File: src/rtl/cell_share_arbiter.sv
// Round-robin sequencer that time-shares one 2-input logic cell among NREQ
// requesters: latch a winner's operand pair, drive the cell, capture and return the result.
module cell_share_arbiter #(
  parameter int NREQ = 4,
  parameter int LAT  = 0
) (
  input  logic            clk,
  input  logic            rst_n,
  input  logic            ena,
  input  logic [NREQ-1:0] req,
  input  logic [NREQ-1:0] op_a,
  input  logic [NREQ-1:0] op_b,
  output logic [NREQ-1:0] gnt,
  output logic            cell_a,
  output logic            cell_b,
  output logic            cell_vld,
  input  logic            cell_out,
  output logic [NREQ-1:0] rsp_vld,
  output logic            rsp_data,
  output logic            busy
);

  localparam int PW = $clog2(NREQ);

  typedef enum logic [1:0] {S_IDLE, S_ISSUE, S_WAIT, S_RESP} state_t;

  state_t          state_q, state_d;
  logic [PW-1:0]   ptr_q, ptr_d;
  logic [PW-1:0]   win_q, win_d;
  logic            opa_q, opa_d;
  logic            opb_q, opb_d;
  logic [2:0]      cnt_q, cnt_d;
  logic [NREQ-1:0] gnt_q, gnt_d;
  logic [NREQ-1:0] rsp_vld_q, rsp_vld_d;
  logic            cell_a_q, cell_a_d;
  logic            cell_b_q, cell_b_d;
  logic            cell_vld_q, cell_vld_d;
  logic            rsp_data_q, rsp_data_d;
  logic            busy_q, busy_d;
  logic            sel_found_s;
  logic [PW-1:0]   sel_idx_s;
  logic [NREQ-1:0] win_oh_s;

  // Round-robin pick: first requesting index at or above ptr, wrapping.
  always_comb begin
    logic [PW-1:0] idx_v;
    sel_found_s = 1'b0;
    sel_idx_s   = '0;
    for (int k = 0; k < NREQ; k++) begin
      idx_v = PW'((int'(ptr_q) + k) % NREQ);
      if (!sel_found_s && req[idx_v]) begin
        sel_found_s = 1'b1;
        sel_idx_s   = idx_v;
      end else begin
        sel_found_s = sel_found_s;
      end
    end
  end

  // Sequencer next state, winner/operand latching and pointer advance.
  always_comb begin
    state_d = state_q;
    ptr_d   = ptr_q;
    win_d   = win_q;
    opa_d   = opa_q;
    opb_d   = opb_q;
    cnt_d   = cnt_q;
    case (state_q)
      S_IDLE: begin
        if (ena && sel_found_s) begin
          win_d   = sel_idx_s;
          opa_d   = op_a[sel_idx_s];
          opb_d   = op_b[sel_idx_s];
          state_d = S_ISSUE;
        end else begin
          state_d = S_IDLE;
        end
      end
      S_ISSUE: begin
        if (LAT == 0) begin
          state_d = S_RESP;
        end else begin
          state_d = S_WAIT;
          cnt_d   = 3'(LAT - 1);
        end
      end
      S_WAIT: begin
        if (cnt_q == 3'd0) begin
          state_d = S_RESP;
        end else begin
          cnt_d = cnt_q - 3'd1;
        end
      end
      S_RESP: begin
        state_d = S_IDLE;
        if (int'(win_q) == NREQ - 1) begin
          ptr_d = '0;
        end else begin
          ptr_d = win_q + PW'(1);
        end
      end
      default: state_d = S_IDLE;
    endcase
  end

  assign win_oh_s = {{(NREQ-1){1'b0}}, 1'b1} << win_d;

  // Output values for the upcoming state; entering RESP is the capture edge.
  always_comb begin
    gnt_d      = '0;
    rsp_vld_d  = '0;
    cell_a_d   = 1'b0;
    cell_b_d   = 1'b0;
    cell_vld_d = 1'b0;
    rsp_data_d = 1'b0;
    busy_d     = (state_d != S_IDLE);
    case (state_d)
      S_ISSUE: begin
        gnt_d      = win_oh_s;
        cell_vld_d = 1'b1;
        cell_a_d   = opa_d;
        cell_b_d   = opb_d;
      end
      S_WAIT: begin
        cell_vld_d = 1'b1;
        cell_a_d   = opa_d;
        cell_b_d   = opb_d;
      end
      S_RESP: begin
        rsp_vld_d  = win_oh_s;
        rsp_data_d = cell_out;
      end
      default: begin
        busy_d = busy_d;
      end
    endcase
  end

  // State and registered outputs.
  always_ff @(posedge clk or negedge rst_n) begin
    if (!rst_n) begin
      state_q    <= S_IDLE;
      ptr_q      <= '0;
      win_q      <= '0;
      opa_q      <= 1'b0;
      opb_q      <= 1'b0;
      cnt_q      <= 3'd0;
      gnt_q      <= '0;
      rsp_vld_q  <= '0;
      cell_a_q   <= 1'b0;
      cell_b_q   <= 1'b0;
      cell_vld_q <= 1'b0;
      rsp_data_q <= 1'b0;
      busy_q     <= 1'b0;
    end else begin
      state_q    <= state_d;
      ptr_q      <= ptr_d;
      win_q      <= win_d;
      opa_q      <= opa_d;
      opb_q      <= opb_d;
      cnt_q      <= cnt_d;
      gnt_q      <= gnt_d;
      rsp_vld_q  <= rsp_vld_d;
      cell_a_q   <= cell_a_d;
      cell_b_q   <= cell_b_d;
      cell_vld_q <= cell_vld_d;
      rsp_data_q <= rsp_data_d;
      busy_q     <= busy_d;
    end
  end

  assign gnt      = gnt_q;
  assign rsp_vld  = rsp_vld_q;
  assign cell_a   = cell_a_q;
  assign cell_b   = cell_b_q;
  assign cell_vld = cell_vld_q;
  assign rsp_data = rsp_data_q;
  assign busy     = busy_q;

endmodule

File: config.mk
export PLATFORM = sky130hd
export DESIGN_NAME = cell_share_arbiter
export DESIGN_NICKNAME = d
export VERILOG_FILES = /design/src/rtl/cell_share_arbiter.sv
export SDC_FILE = /design/constraint.sdc
export NUM_CORES = 1
export LEC_CHECK = 0
export ABC_CLOCK_PERIOD_IN_PS = 2760
export BUFFER_PORTS_ARGS = -buffer_cell sky130_fd_sc_hd__buf_4
export CAP_MARGIN = 30
export CELL_PAD_IN_SITES_DETAIL_PLACEMENT = 2
export CELL_PAD_IN_SITES_GLOBAL_PLACEMENT = 2
export CORE_UTILIZATION = 30
export DETAILED_ROUTE_END_ITERATION = 6
export PLACE_DENSITY = 0.79
export SYNTH_ARGS = -nofsm -noshare
export SYNTH_HDL_FRONTEND = slang
export SYNTH_SLANG_ARGS = --single-unit
File: constraint.sdc
create_clock -name clk -period 2.76 [get_ports clk]
set_clock_uncertainty 0.1 [all_clocks]
set_input_delay 0 -clock clk [delete_from_list [all_inputs] [get_ports clk]]
set_output_delay 0 -clock clk [all_outputs]
set_load 0.02 [all_outputs]
==> flow_metrics.py <==
metrics = {
    "grt": {
        "pin_count_of_the_biggest_net_entering_global_routing": 25,
        "grt_pass1_vias": 1078,
        "initial_antenna_violation_count": 0,
        "global_route_wire_length_before_repair_um": 5264,
        "gr-usage-all-layers_pct": 16.48,
        "overflow_left_after_global_routing": 0,
    },
    "worst_hold_path": {
        "holdPathEnd": "opa_q",
        "hold_depth": 3,
        "timing.hold.worst.start": "op_a[1]",
        "holdCritPathClass": "input pin to flip-flop",
    },
    "synthesis": {
        "synth-seq-area-share_pct": 49.64,
        "nets_in_the_synthesized_netlist": 138,
        "synth-warning-count": 0,
        "synth_seq_cells": 24,
        "synth_flop_cell": "sky130_fd_sc_hd__dfrtp_1",
        "post_synth.cell_area_avg_um2": 10.90,
        "synth.cell_area_mm2": 0.001210,
        "synth_edf_count": 0,
        "synthCells": 111,
        "yosys.cell_types.count": 32,
        "asyncSetResetFlopFracSynth_pct": 100.0,
    },
    "floorplan": {
        "ios": 29,
        "die_h_um": 65.51,
        "core.rowCount": 22,
        "die_x_um": 65.51,
        "core_area_mm2": 0.003771,
        "fp.dieArea_mm2": 0.004291,
        "initial_core_util_pct": 32.08,
    },
    "cts": {
        "cts_htree_levels": 1,
        "clk_path_buf_depth": 2,
        "numClockSinks": 24,
        "tritoncts": "built",
        "clk-insertion-delay-late_ps": 270,
        "path_clk_slew_ps": 90,
        "cts-hold-fix-buffers": 7,
        "cts_root_buffer": "sky130_fd_sc_hd__clkbuf_8",
        "cts_buf_count": 3,
        "post_cts_resized": 0,
        "cts_setup_buffers": 0,
    },
    "critical_path": {
        "r2r_cells": 11,
        "criticalPathCategory": "flip-flop to flip-flop",
        "ff2ff_setup_slack_ps": 470,
        "r2r_end": "cell_b",
        "crit_required_ps": 2850,
        "timing.critical_path.fanout_max": 3,
        "crit_arrival_ps": 2380,
        "critPathCaptureType": "flip-flop",
        "timing.critical_path.from_type": "flip-flop",
        "reg2reg_from": "cnt_q[0]",
    },
    "power_and_ir_drop": {
        "leakage_nw": 0.8382,
        "p_per_area_mw_per_mm2": 1030,
        "irDropWorstVdd_v": 0.0003905,
    },
    "final_layout": {
        "final_nets": 178,
        "antenna_cells": 0,
        "syn2layout_area_growth_pct": 34.02,
        "final_layout_size_suffix_gt1_share_pct": 29.33,
        "filler_cell_count": 391,
    },
    "sta": {
        "timing_hold_violations_final": 0,
        "grt_setup_unrepaired": "no",
        "finalWorstPathRequiredPeriod_ps": 2294,
        "finalHoldWorstSlack_ps": 0.7411,
        "fmax_mhz": 435.9,
        "fin_crit_sh_pct": 83.13,
        "max_slew.worst_pin.slew_ps": 513.8,
        "relSlewSlack_pct": 65.75,
        "setup-tns-final_ps": 0,
        "timing.final.max_slew_violations": 0,
        "count_of_final_setup_violators": 0,
    },
    "detailed_routing": {
        "first_pass_iters": 3,
        "avgViaCountPerCell": 4.864,
        "vias": 963,
        "drt-total-wl_um": 3085,
        "drt_iter0_drc": 13,
        "detail_route.wl_per_cell_um": 15.58,
        "route.antenna.remaining_nets": 0,
        "drc": 0,
    },
    "placement": {
        "portBuffers": 28,
        "gp_routability_congestion": 0.6837,
        "dp.final_hpwl_um": 2242,
    },
    "run_status": {
        "outcome": "complete, no violations",
    },
    "job": {
        "max_cap_viol_count": 0,
    },
}
==> sequential cells by signal, indices dropped and copies added (netlist names), 2 cells and up <==
name / count
win_q: 2
state_q: 2
ptr_q: 2
rsp_vld: 4
cnt_q: 3
gnt: 4
==> cell usage in the layout (no fill, tap or decap), types with 2 or more instances in the layout <==
master,netlist,final
sky130_fd_sc_hd__and3_1,4,4
sky130_fd_sc_hd__mux2_2,2,2
sky130_fd_sc_hd__inv_1,12,12
sky130_fd_sc_hd__ha_1,11,11
sky130_fd_sc_hd__o21ai_0,5,5
sky130_fd_sc_hd__mux2i_1,4,4
sky130_fd_sc_hd__clkbuf_8,0,3
sky130_fd_sc_hd__dlygate4sd3_1,0,7
sky130_fd_sc_hd__nand2b_1,3,3
sky130_fd_sc_hd__a21o_1,2,2
sky130_fd_sc_hd__nand3_1,2,2
sky130_fd_sc_hd__dfrtp_1,24,24
sky130_fd_sc_hd__nand2_1,9,9
sky130_fd_sc_hd__a21oi_1,4,4
sky130_fd_sc_hd__o221ai_1,4,4
sky130_fd_sc_hd__nor2_1,7,7
sky130_fd_sc_hd__buf_4,0,28
==> how the worst max path moves through the flow <==
stage                     cells past startpoint  slack (ps)  startpoint  endpoint
after floorplan                              11         780    cnt_q[0]    cell_a
after global placement                       11         670    cnt_q[0]    cell_a
final                                        11         470    cnt_q[0]    cell_b
after CTS                                    11         470    cnt_q[0]    cell_b
after detailed placement                     11         560    cnt_q[0]    cell_b
after global routing                         11         290    cnt_q[0]    cell_b
==> layer usage <==
| metal | up-vias | track usage [%] | share of wire [%] |
|---|---|---|---|
| li1 | 455 | - | - |
| met1 | 487 | 20.98 | 47 |
| met2 | 16 | 28.35 | 49 |
| met3 | 5 | 2.257 | 2.7 |
| met4 | 0 | 5.707 | 1.5 |
| met5 | - | 0 | 0 |
==> per-stage QoR <==
stage / setup WS [ps] / cell area (um2) / total power, mW / instances / utilization (%)
after detailed placement: 557.2 / 1480 / 1.343 / 187 / 39.25
after global placement: 669.7 / 1480 / 1.305 / 187 / 39.25
after CTS: 472.2 / 1622 / 1.692 / 198 / 43.00
after global routing: 288.0 / 1622 / 1.802 / 198 / 43.00
final: 465.7 / 1622 / 1.671 / 198 / 43.00
after floorplan: 776.3 / 1210 / 1.066 / 111 / -
==> final cells by class <==
cell class	count	area, um2	area share [%]
inverter	14	56.30	3.472
multi-input combinational	73	553.0	34.10
sequential	24	600.6	37.04
timing repair buffer	35	280.3	17.28
tap	48	60.06	3.704
clock buffer	3	41.29	2.546
clock inverter	1	30.03	1.852
==> cells in the mapped netlist (2+ instances only) <==
cell                       number  area share (%)
sky130_fd_sc_hd__and3_1         4             2.1
sky130_fd_sc_hd__nand3_1        2            0.83
sky130_fd_sc_hd__nand2b_1       3             1.6
sky130_fd_sc_hd__a21oi_1        4             1.7
sky130_fd_sc_hd__ha_1          11              11
sky130_fd_sc_hd__dfrtp_1       24              50
sky130_fd_sc_hd__o21ai_0        5             2.1
sky130_fd_sc_hd__nor2_1         7             2.2
sky130_fd_sc_hd__nand2_1        9             2.8
sky130_fd_sc_hd__mux2_2         2             1.9
sky130_fd_sc_hd__o221ai_1       4             2.9
sky130_fd_sc_hd__inv_1         12             3.7
sky130_fd_sc_hd__a21o_1         2             1.2
sky130_fd_sc_hd__mux2i_1        4             3.3
==> critical path, cell delays in order, from the launching register on <==
cell and delay (ps):
sky130_fd_sc_hd__dfrtp_1 360, sky130_fd_sc_hd__inv_1 60, sky130_fd_sc_hd__ha_1 210, sky130_fd_sc_hd__inv_1 70
sky130_fd_sc_hd__nor2_1 40, sky130_fd_sc_hd__o21ai_0 140, sky130_fd_sc_hd__a21oi_1 110, sky130_fd_sc_hd__a31o_2 250
sky130_fd_sc_hd__ha_1 300, sky130_fd_sc_hd__nor2_1 210, sky130_fd_sc_hd__nand2_1 110, sky130_fd_sc_hd__o221ai_1 220
==> cell families after synthesis <==
family / after synthesis / synth area share [%]
buffers and inverters: 14 / 4.653
AND/OR/NAND/NOR: 32 / 13.86
multiplexers: 6 / 5.171
flip-flops: 24 / 49.64
AO/OA/AOI/OAI: 23 / 14.58
adder cells (fa/ha/maj): 11 / 11.38
XOR/XNOR: 1 / 0.7240
==> where the power goes <==
group	internal, mW	switching, mW	total [mW]
sequential	0.472	0.0728	0.545
combinational	0.345	0.469	0.814
clock	0.194	0.118	0.312
Power figures use the tool's default switching activity.
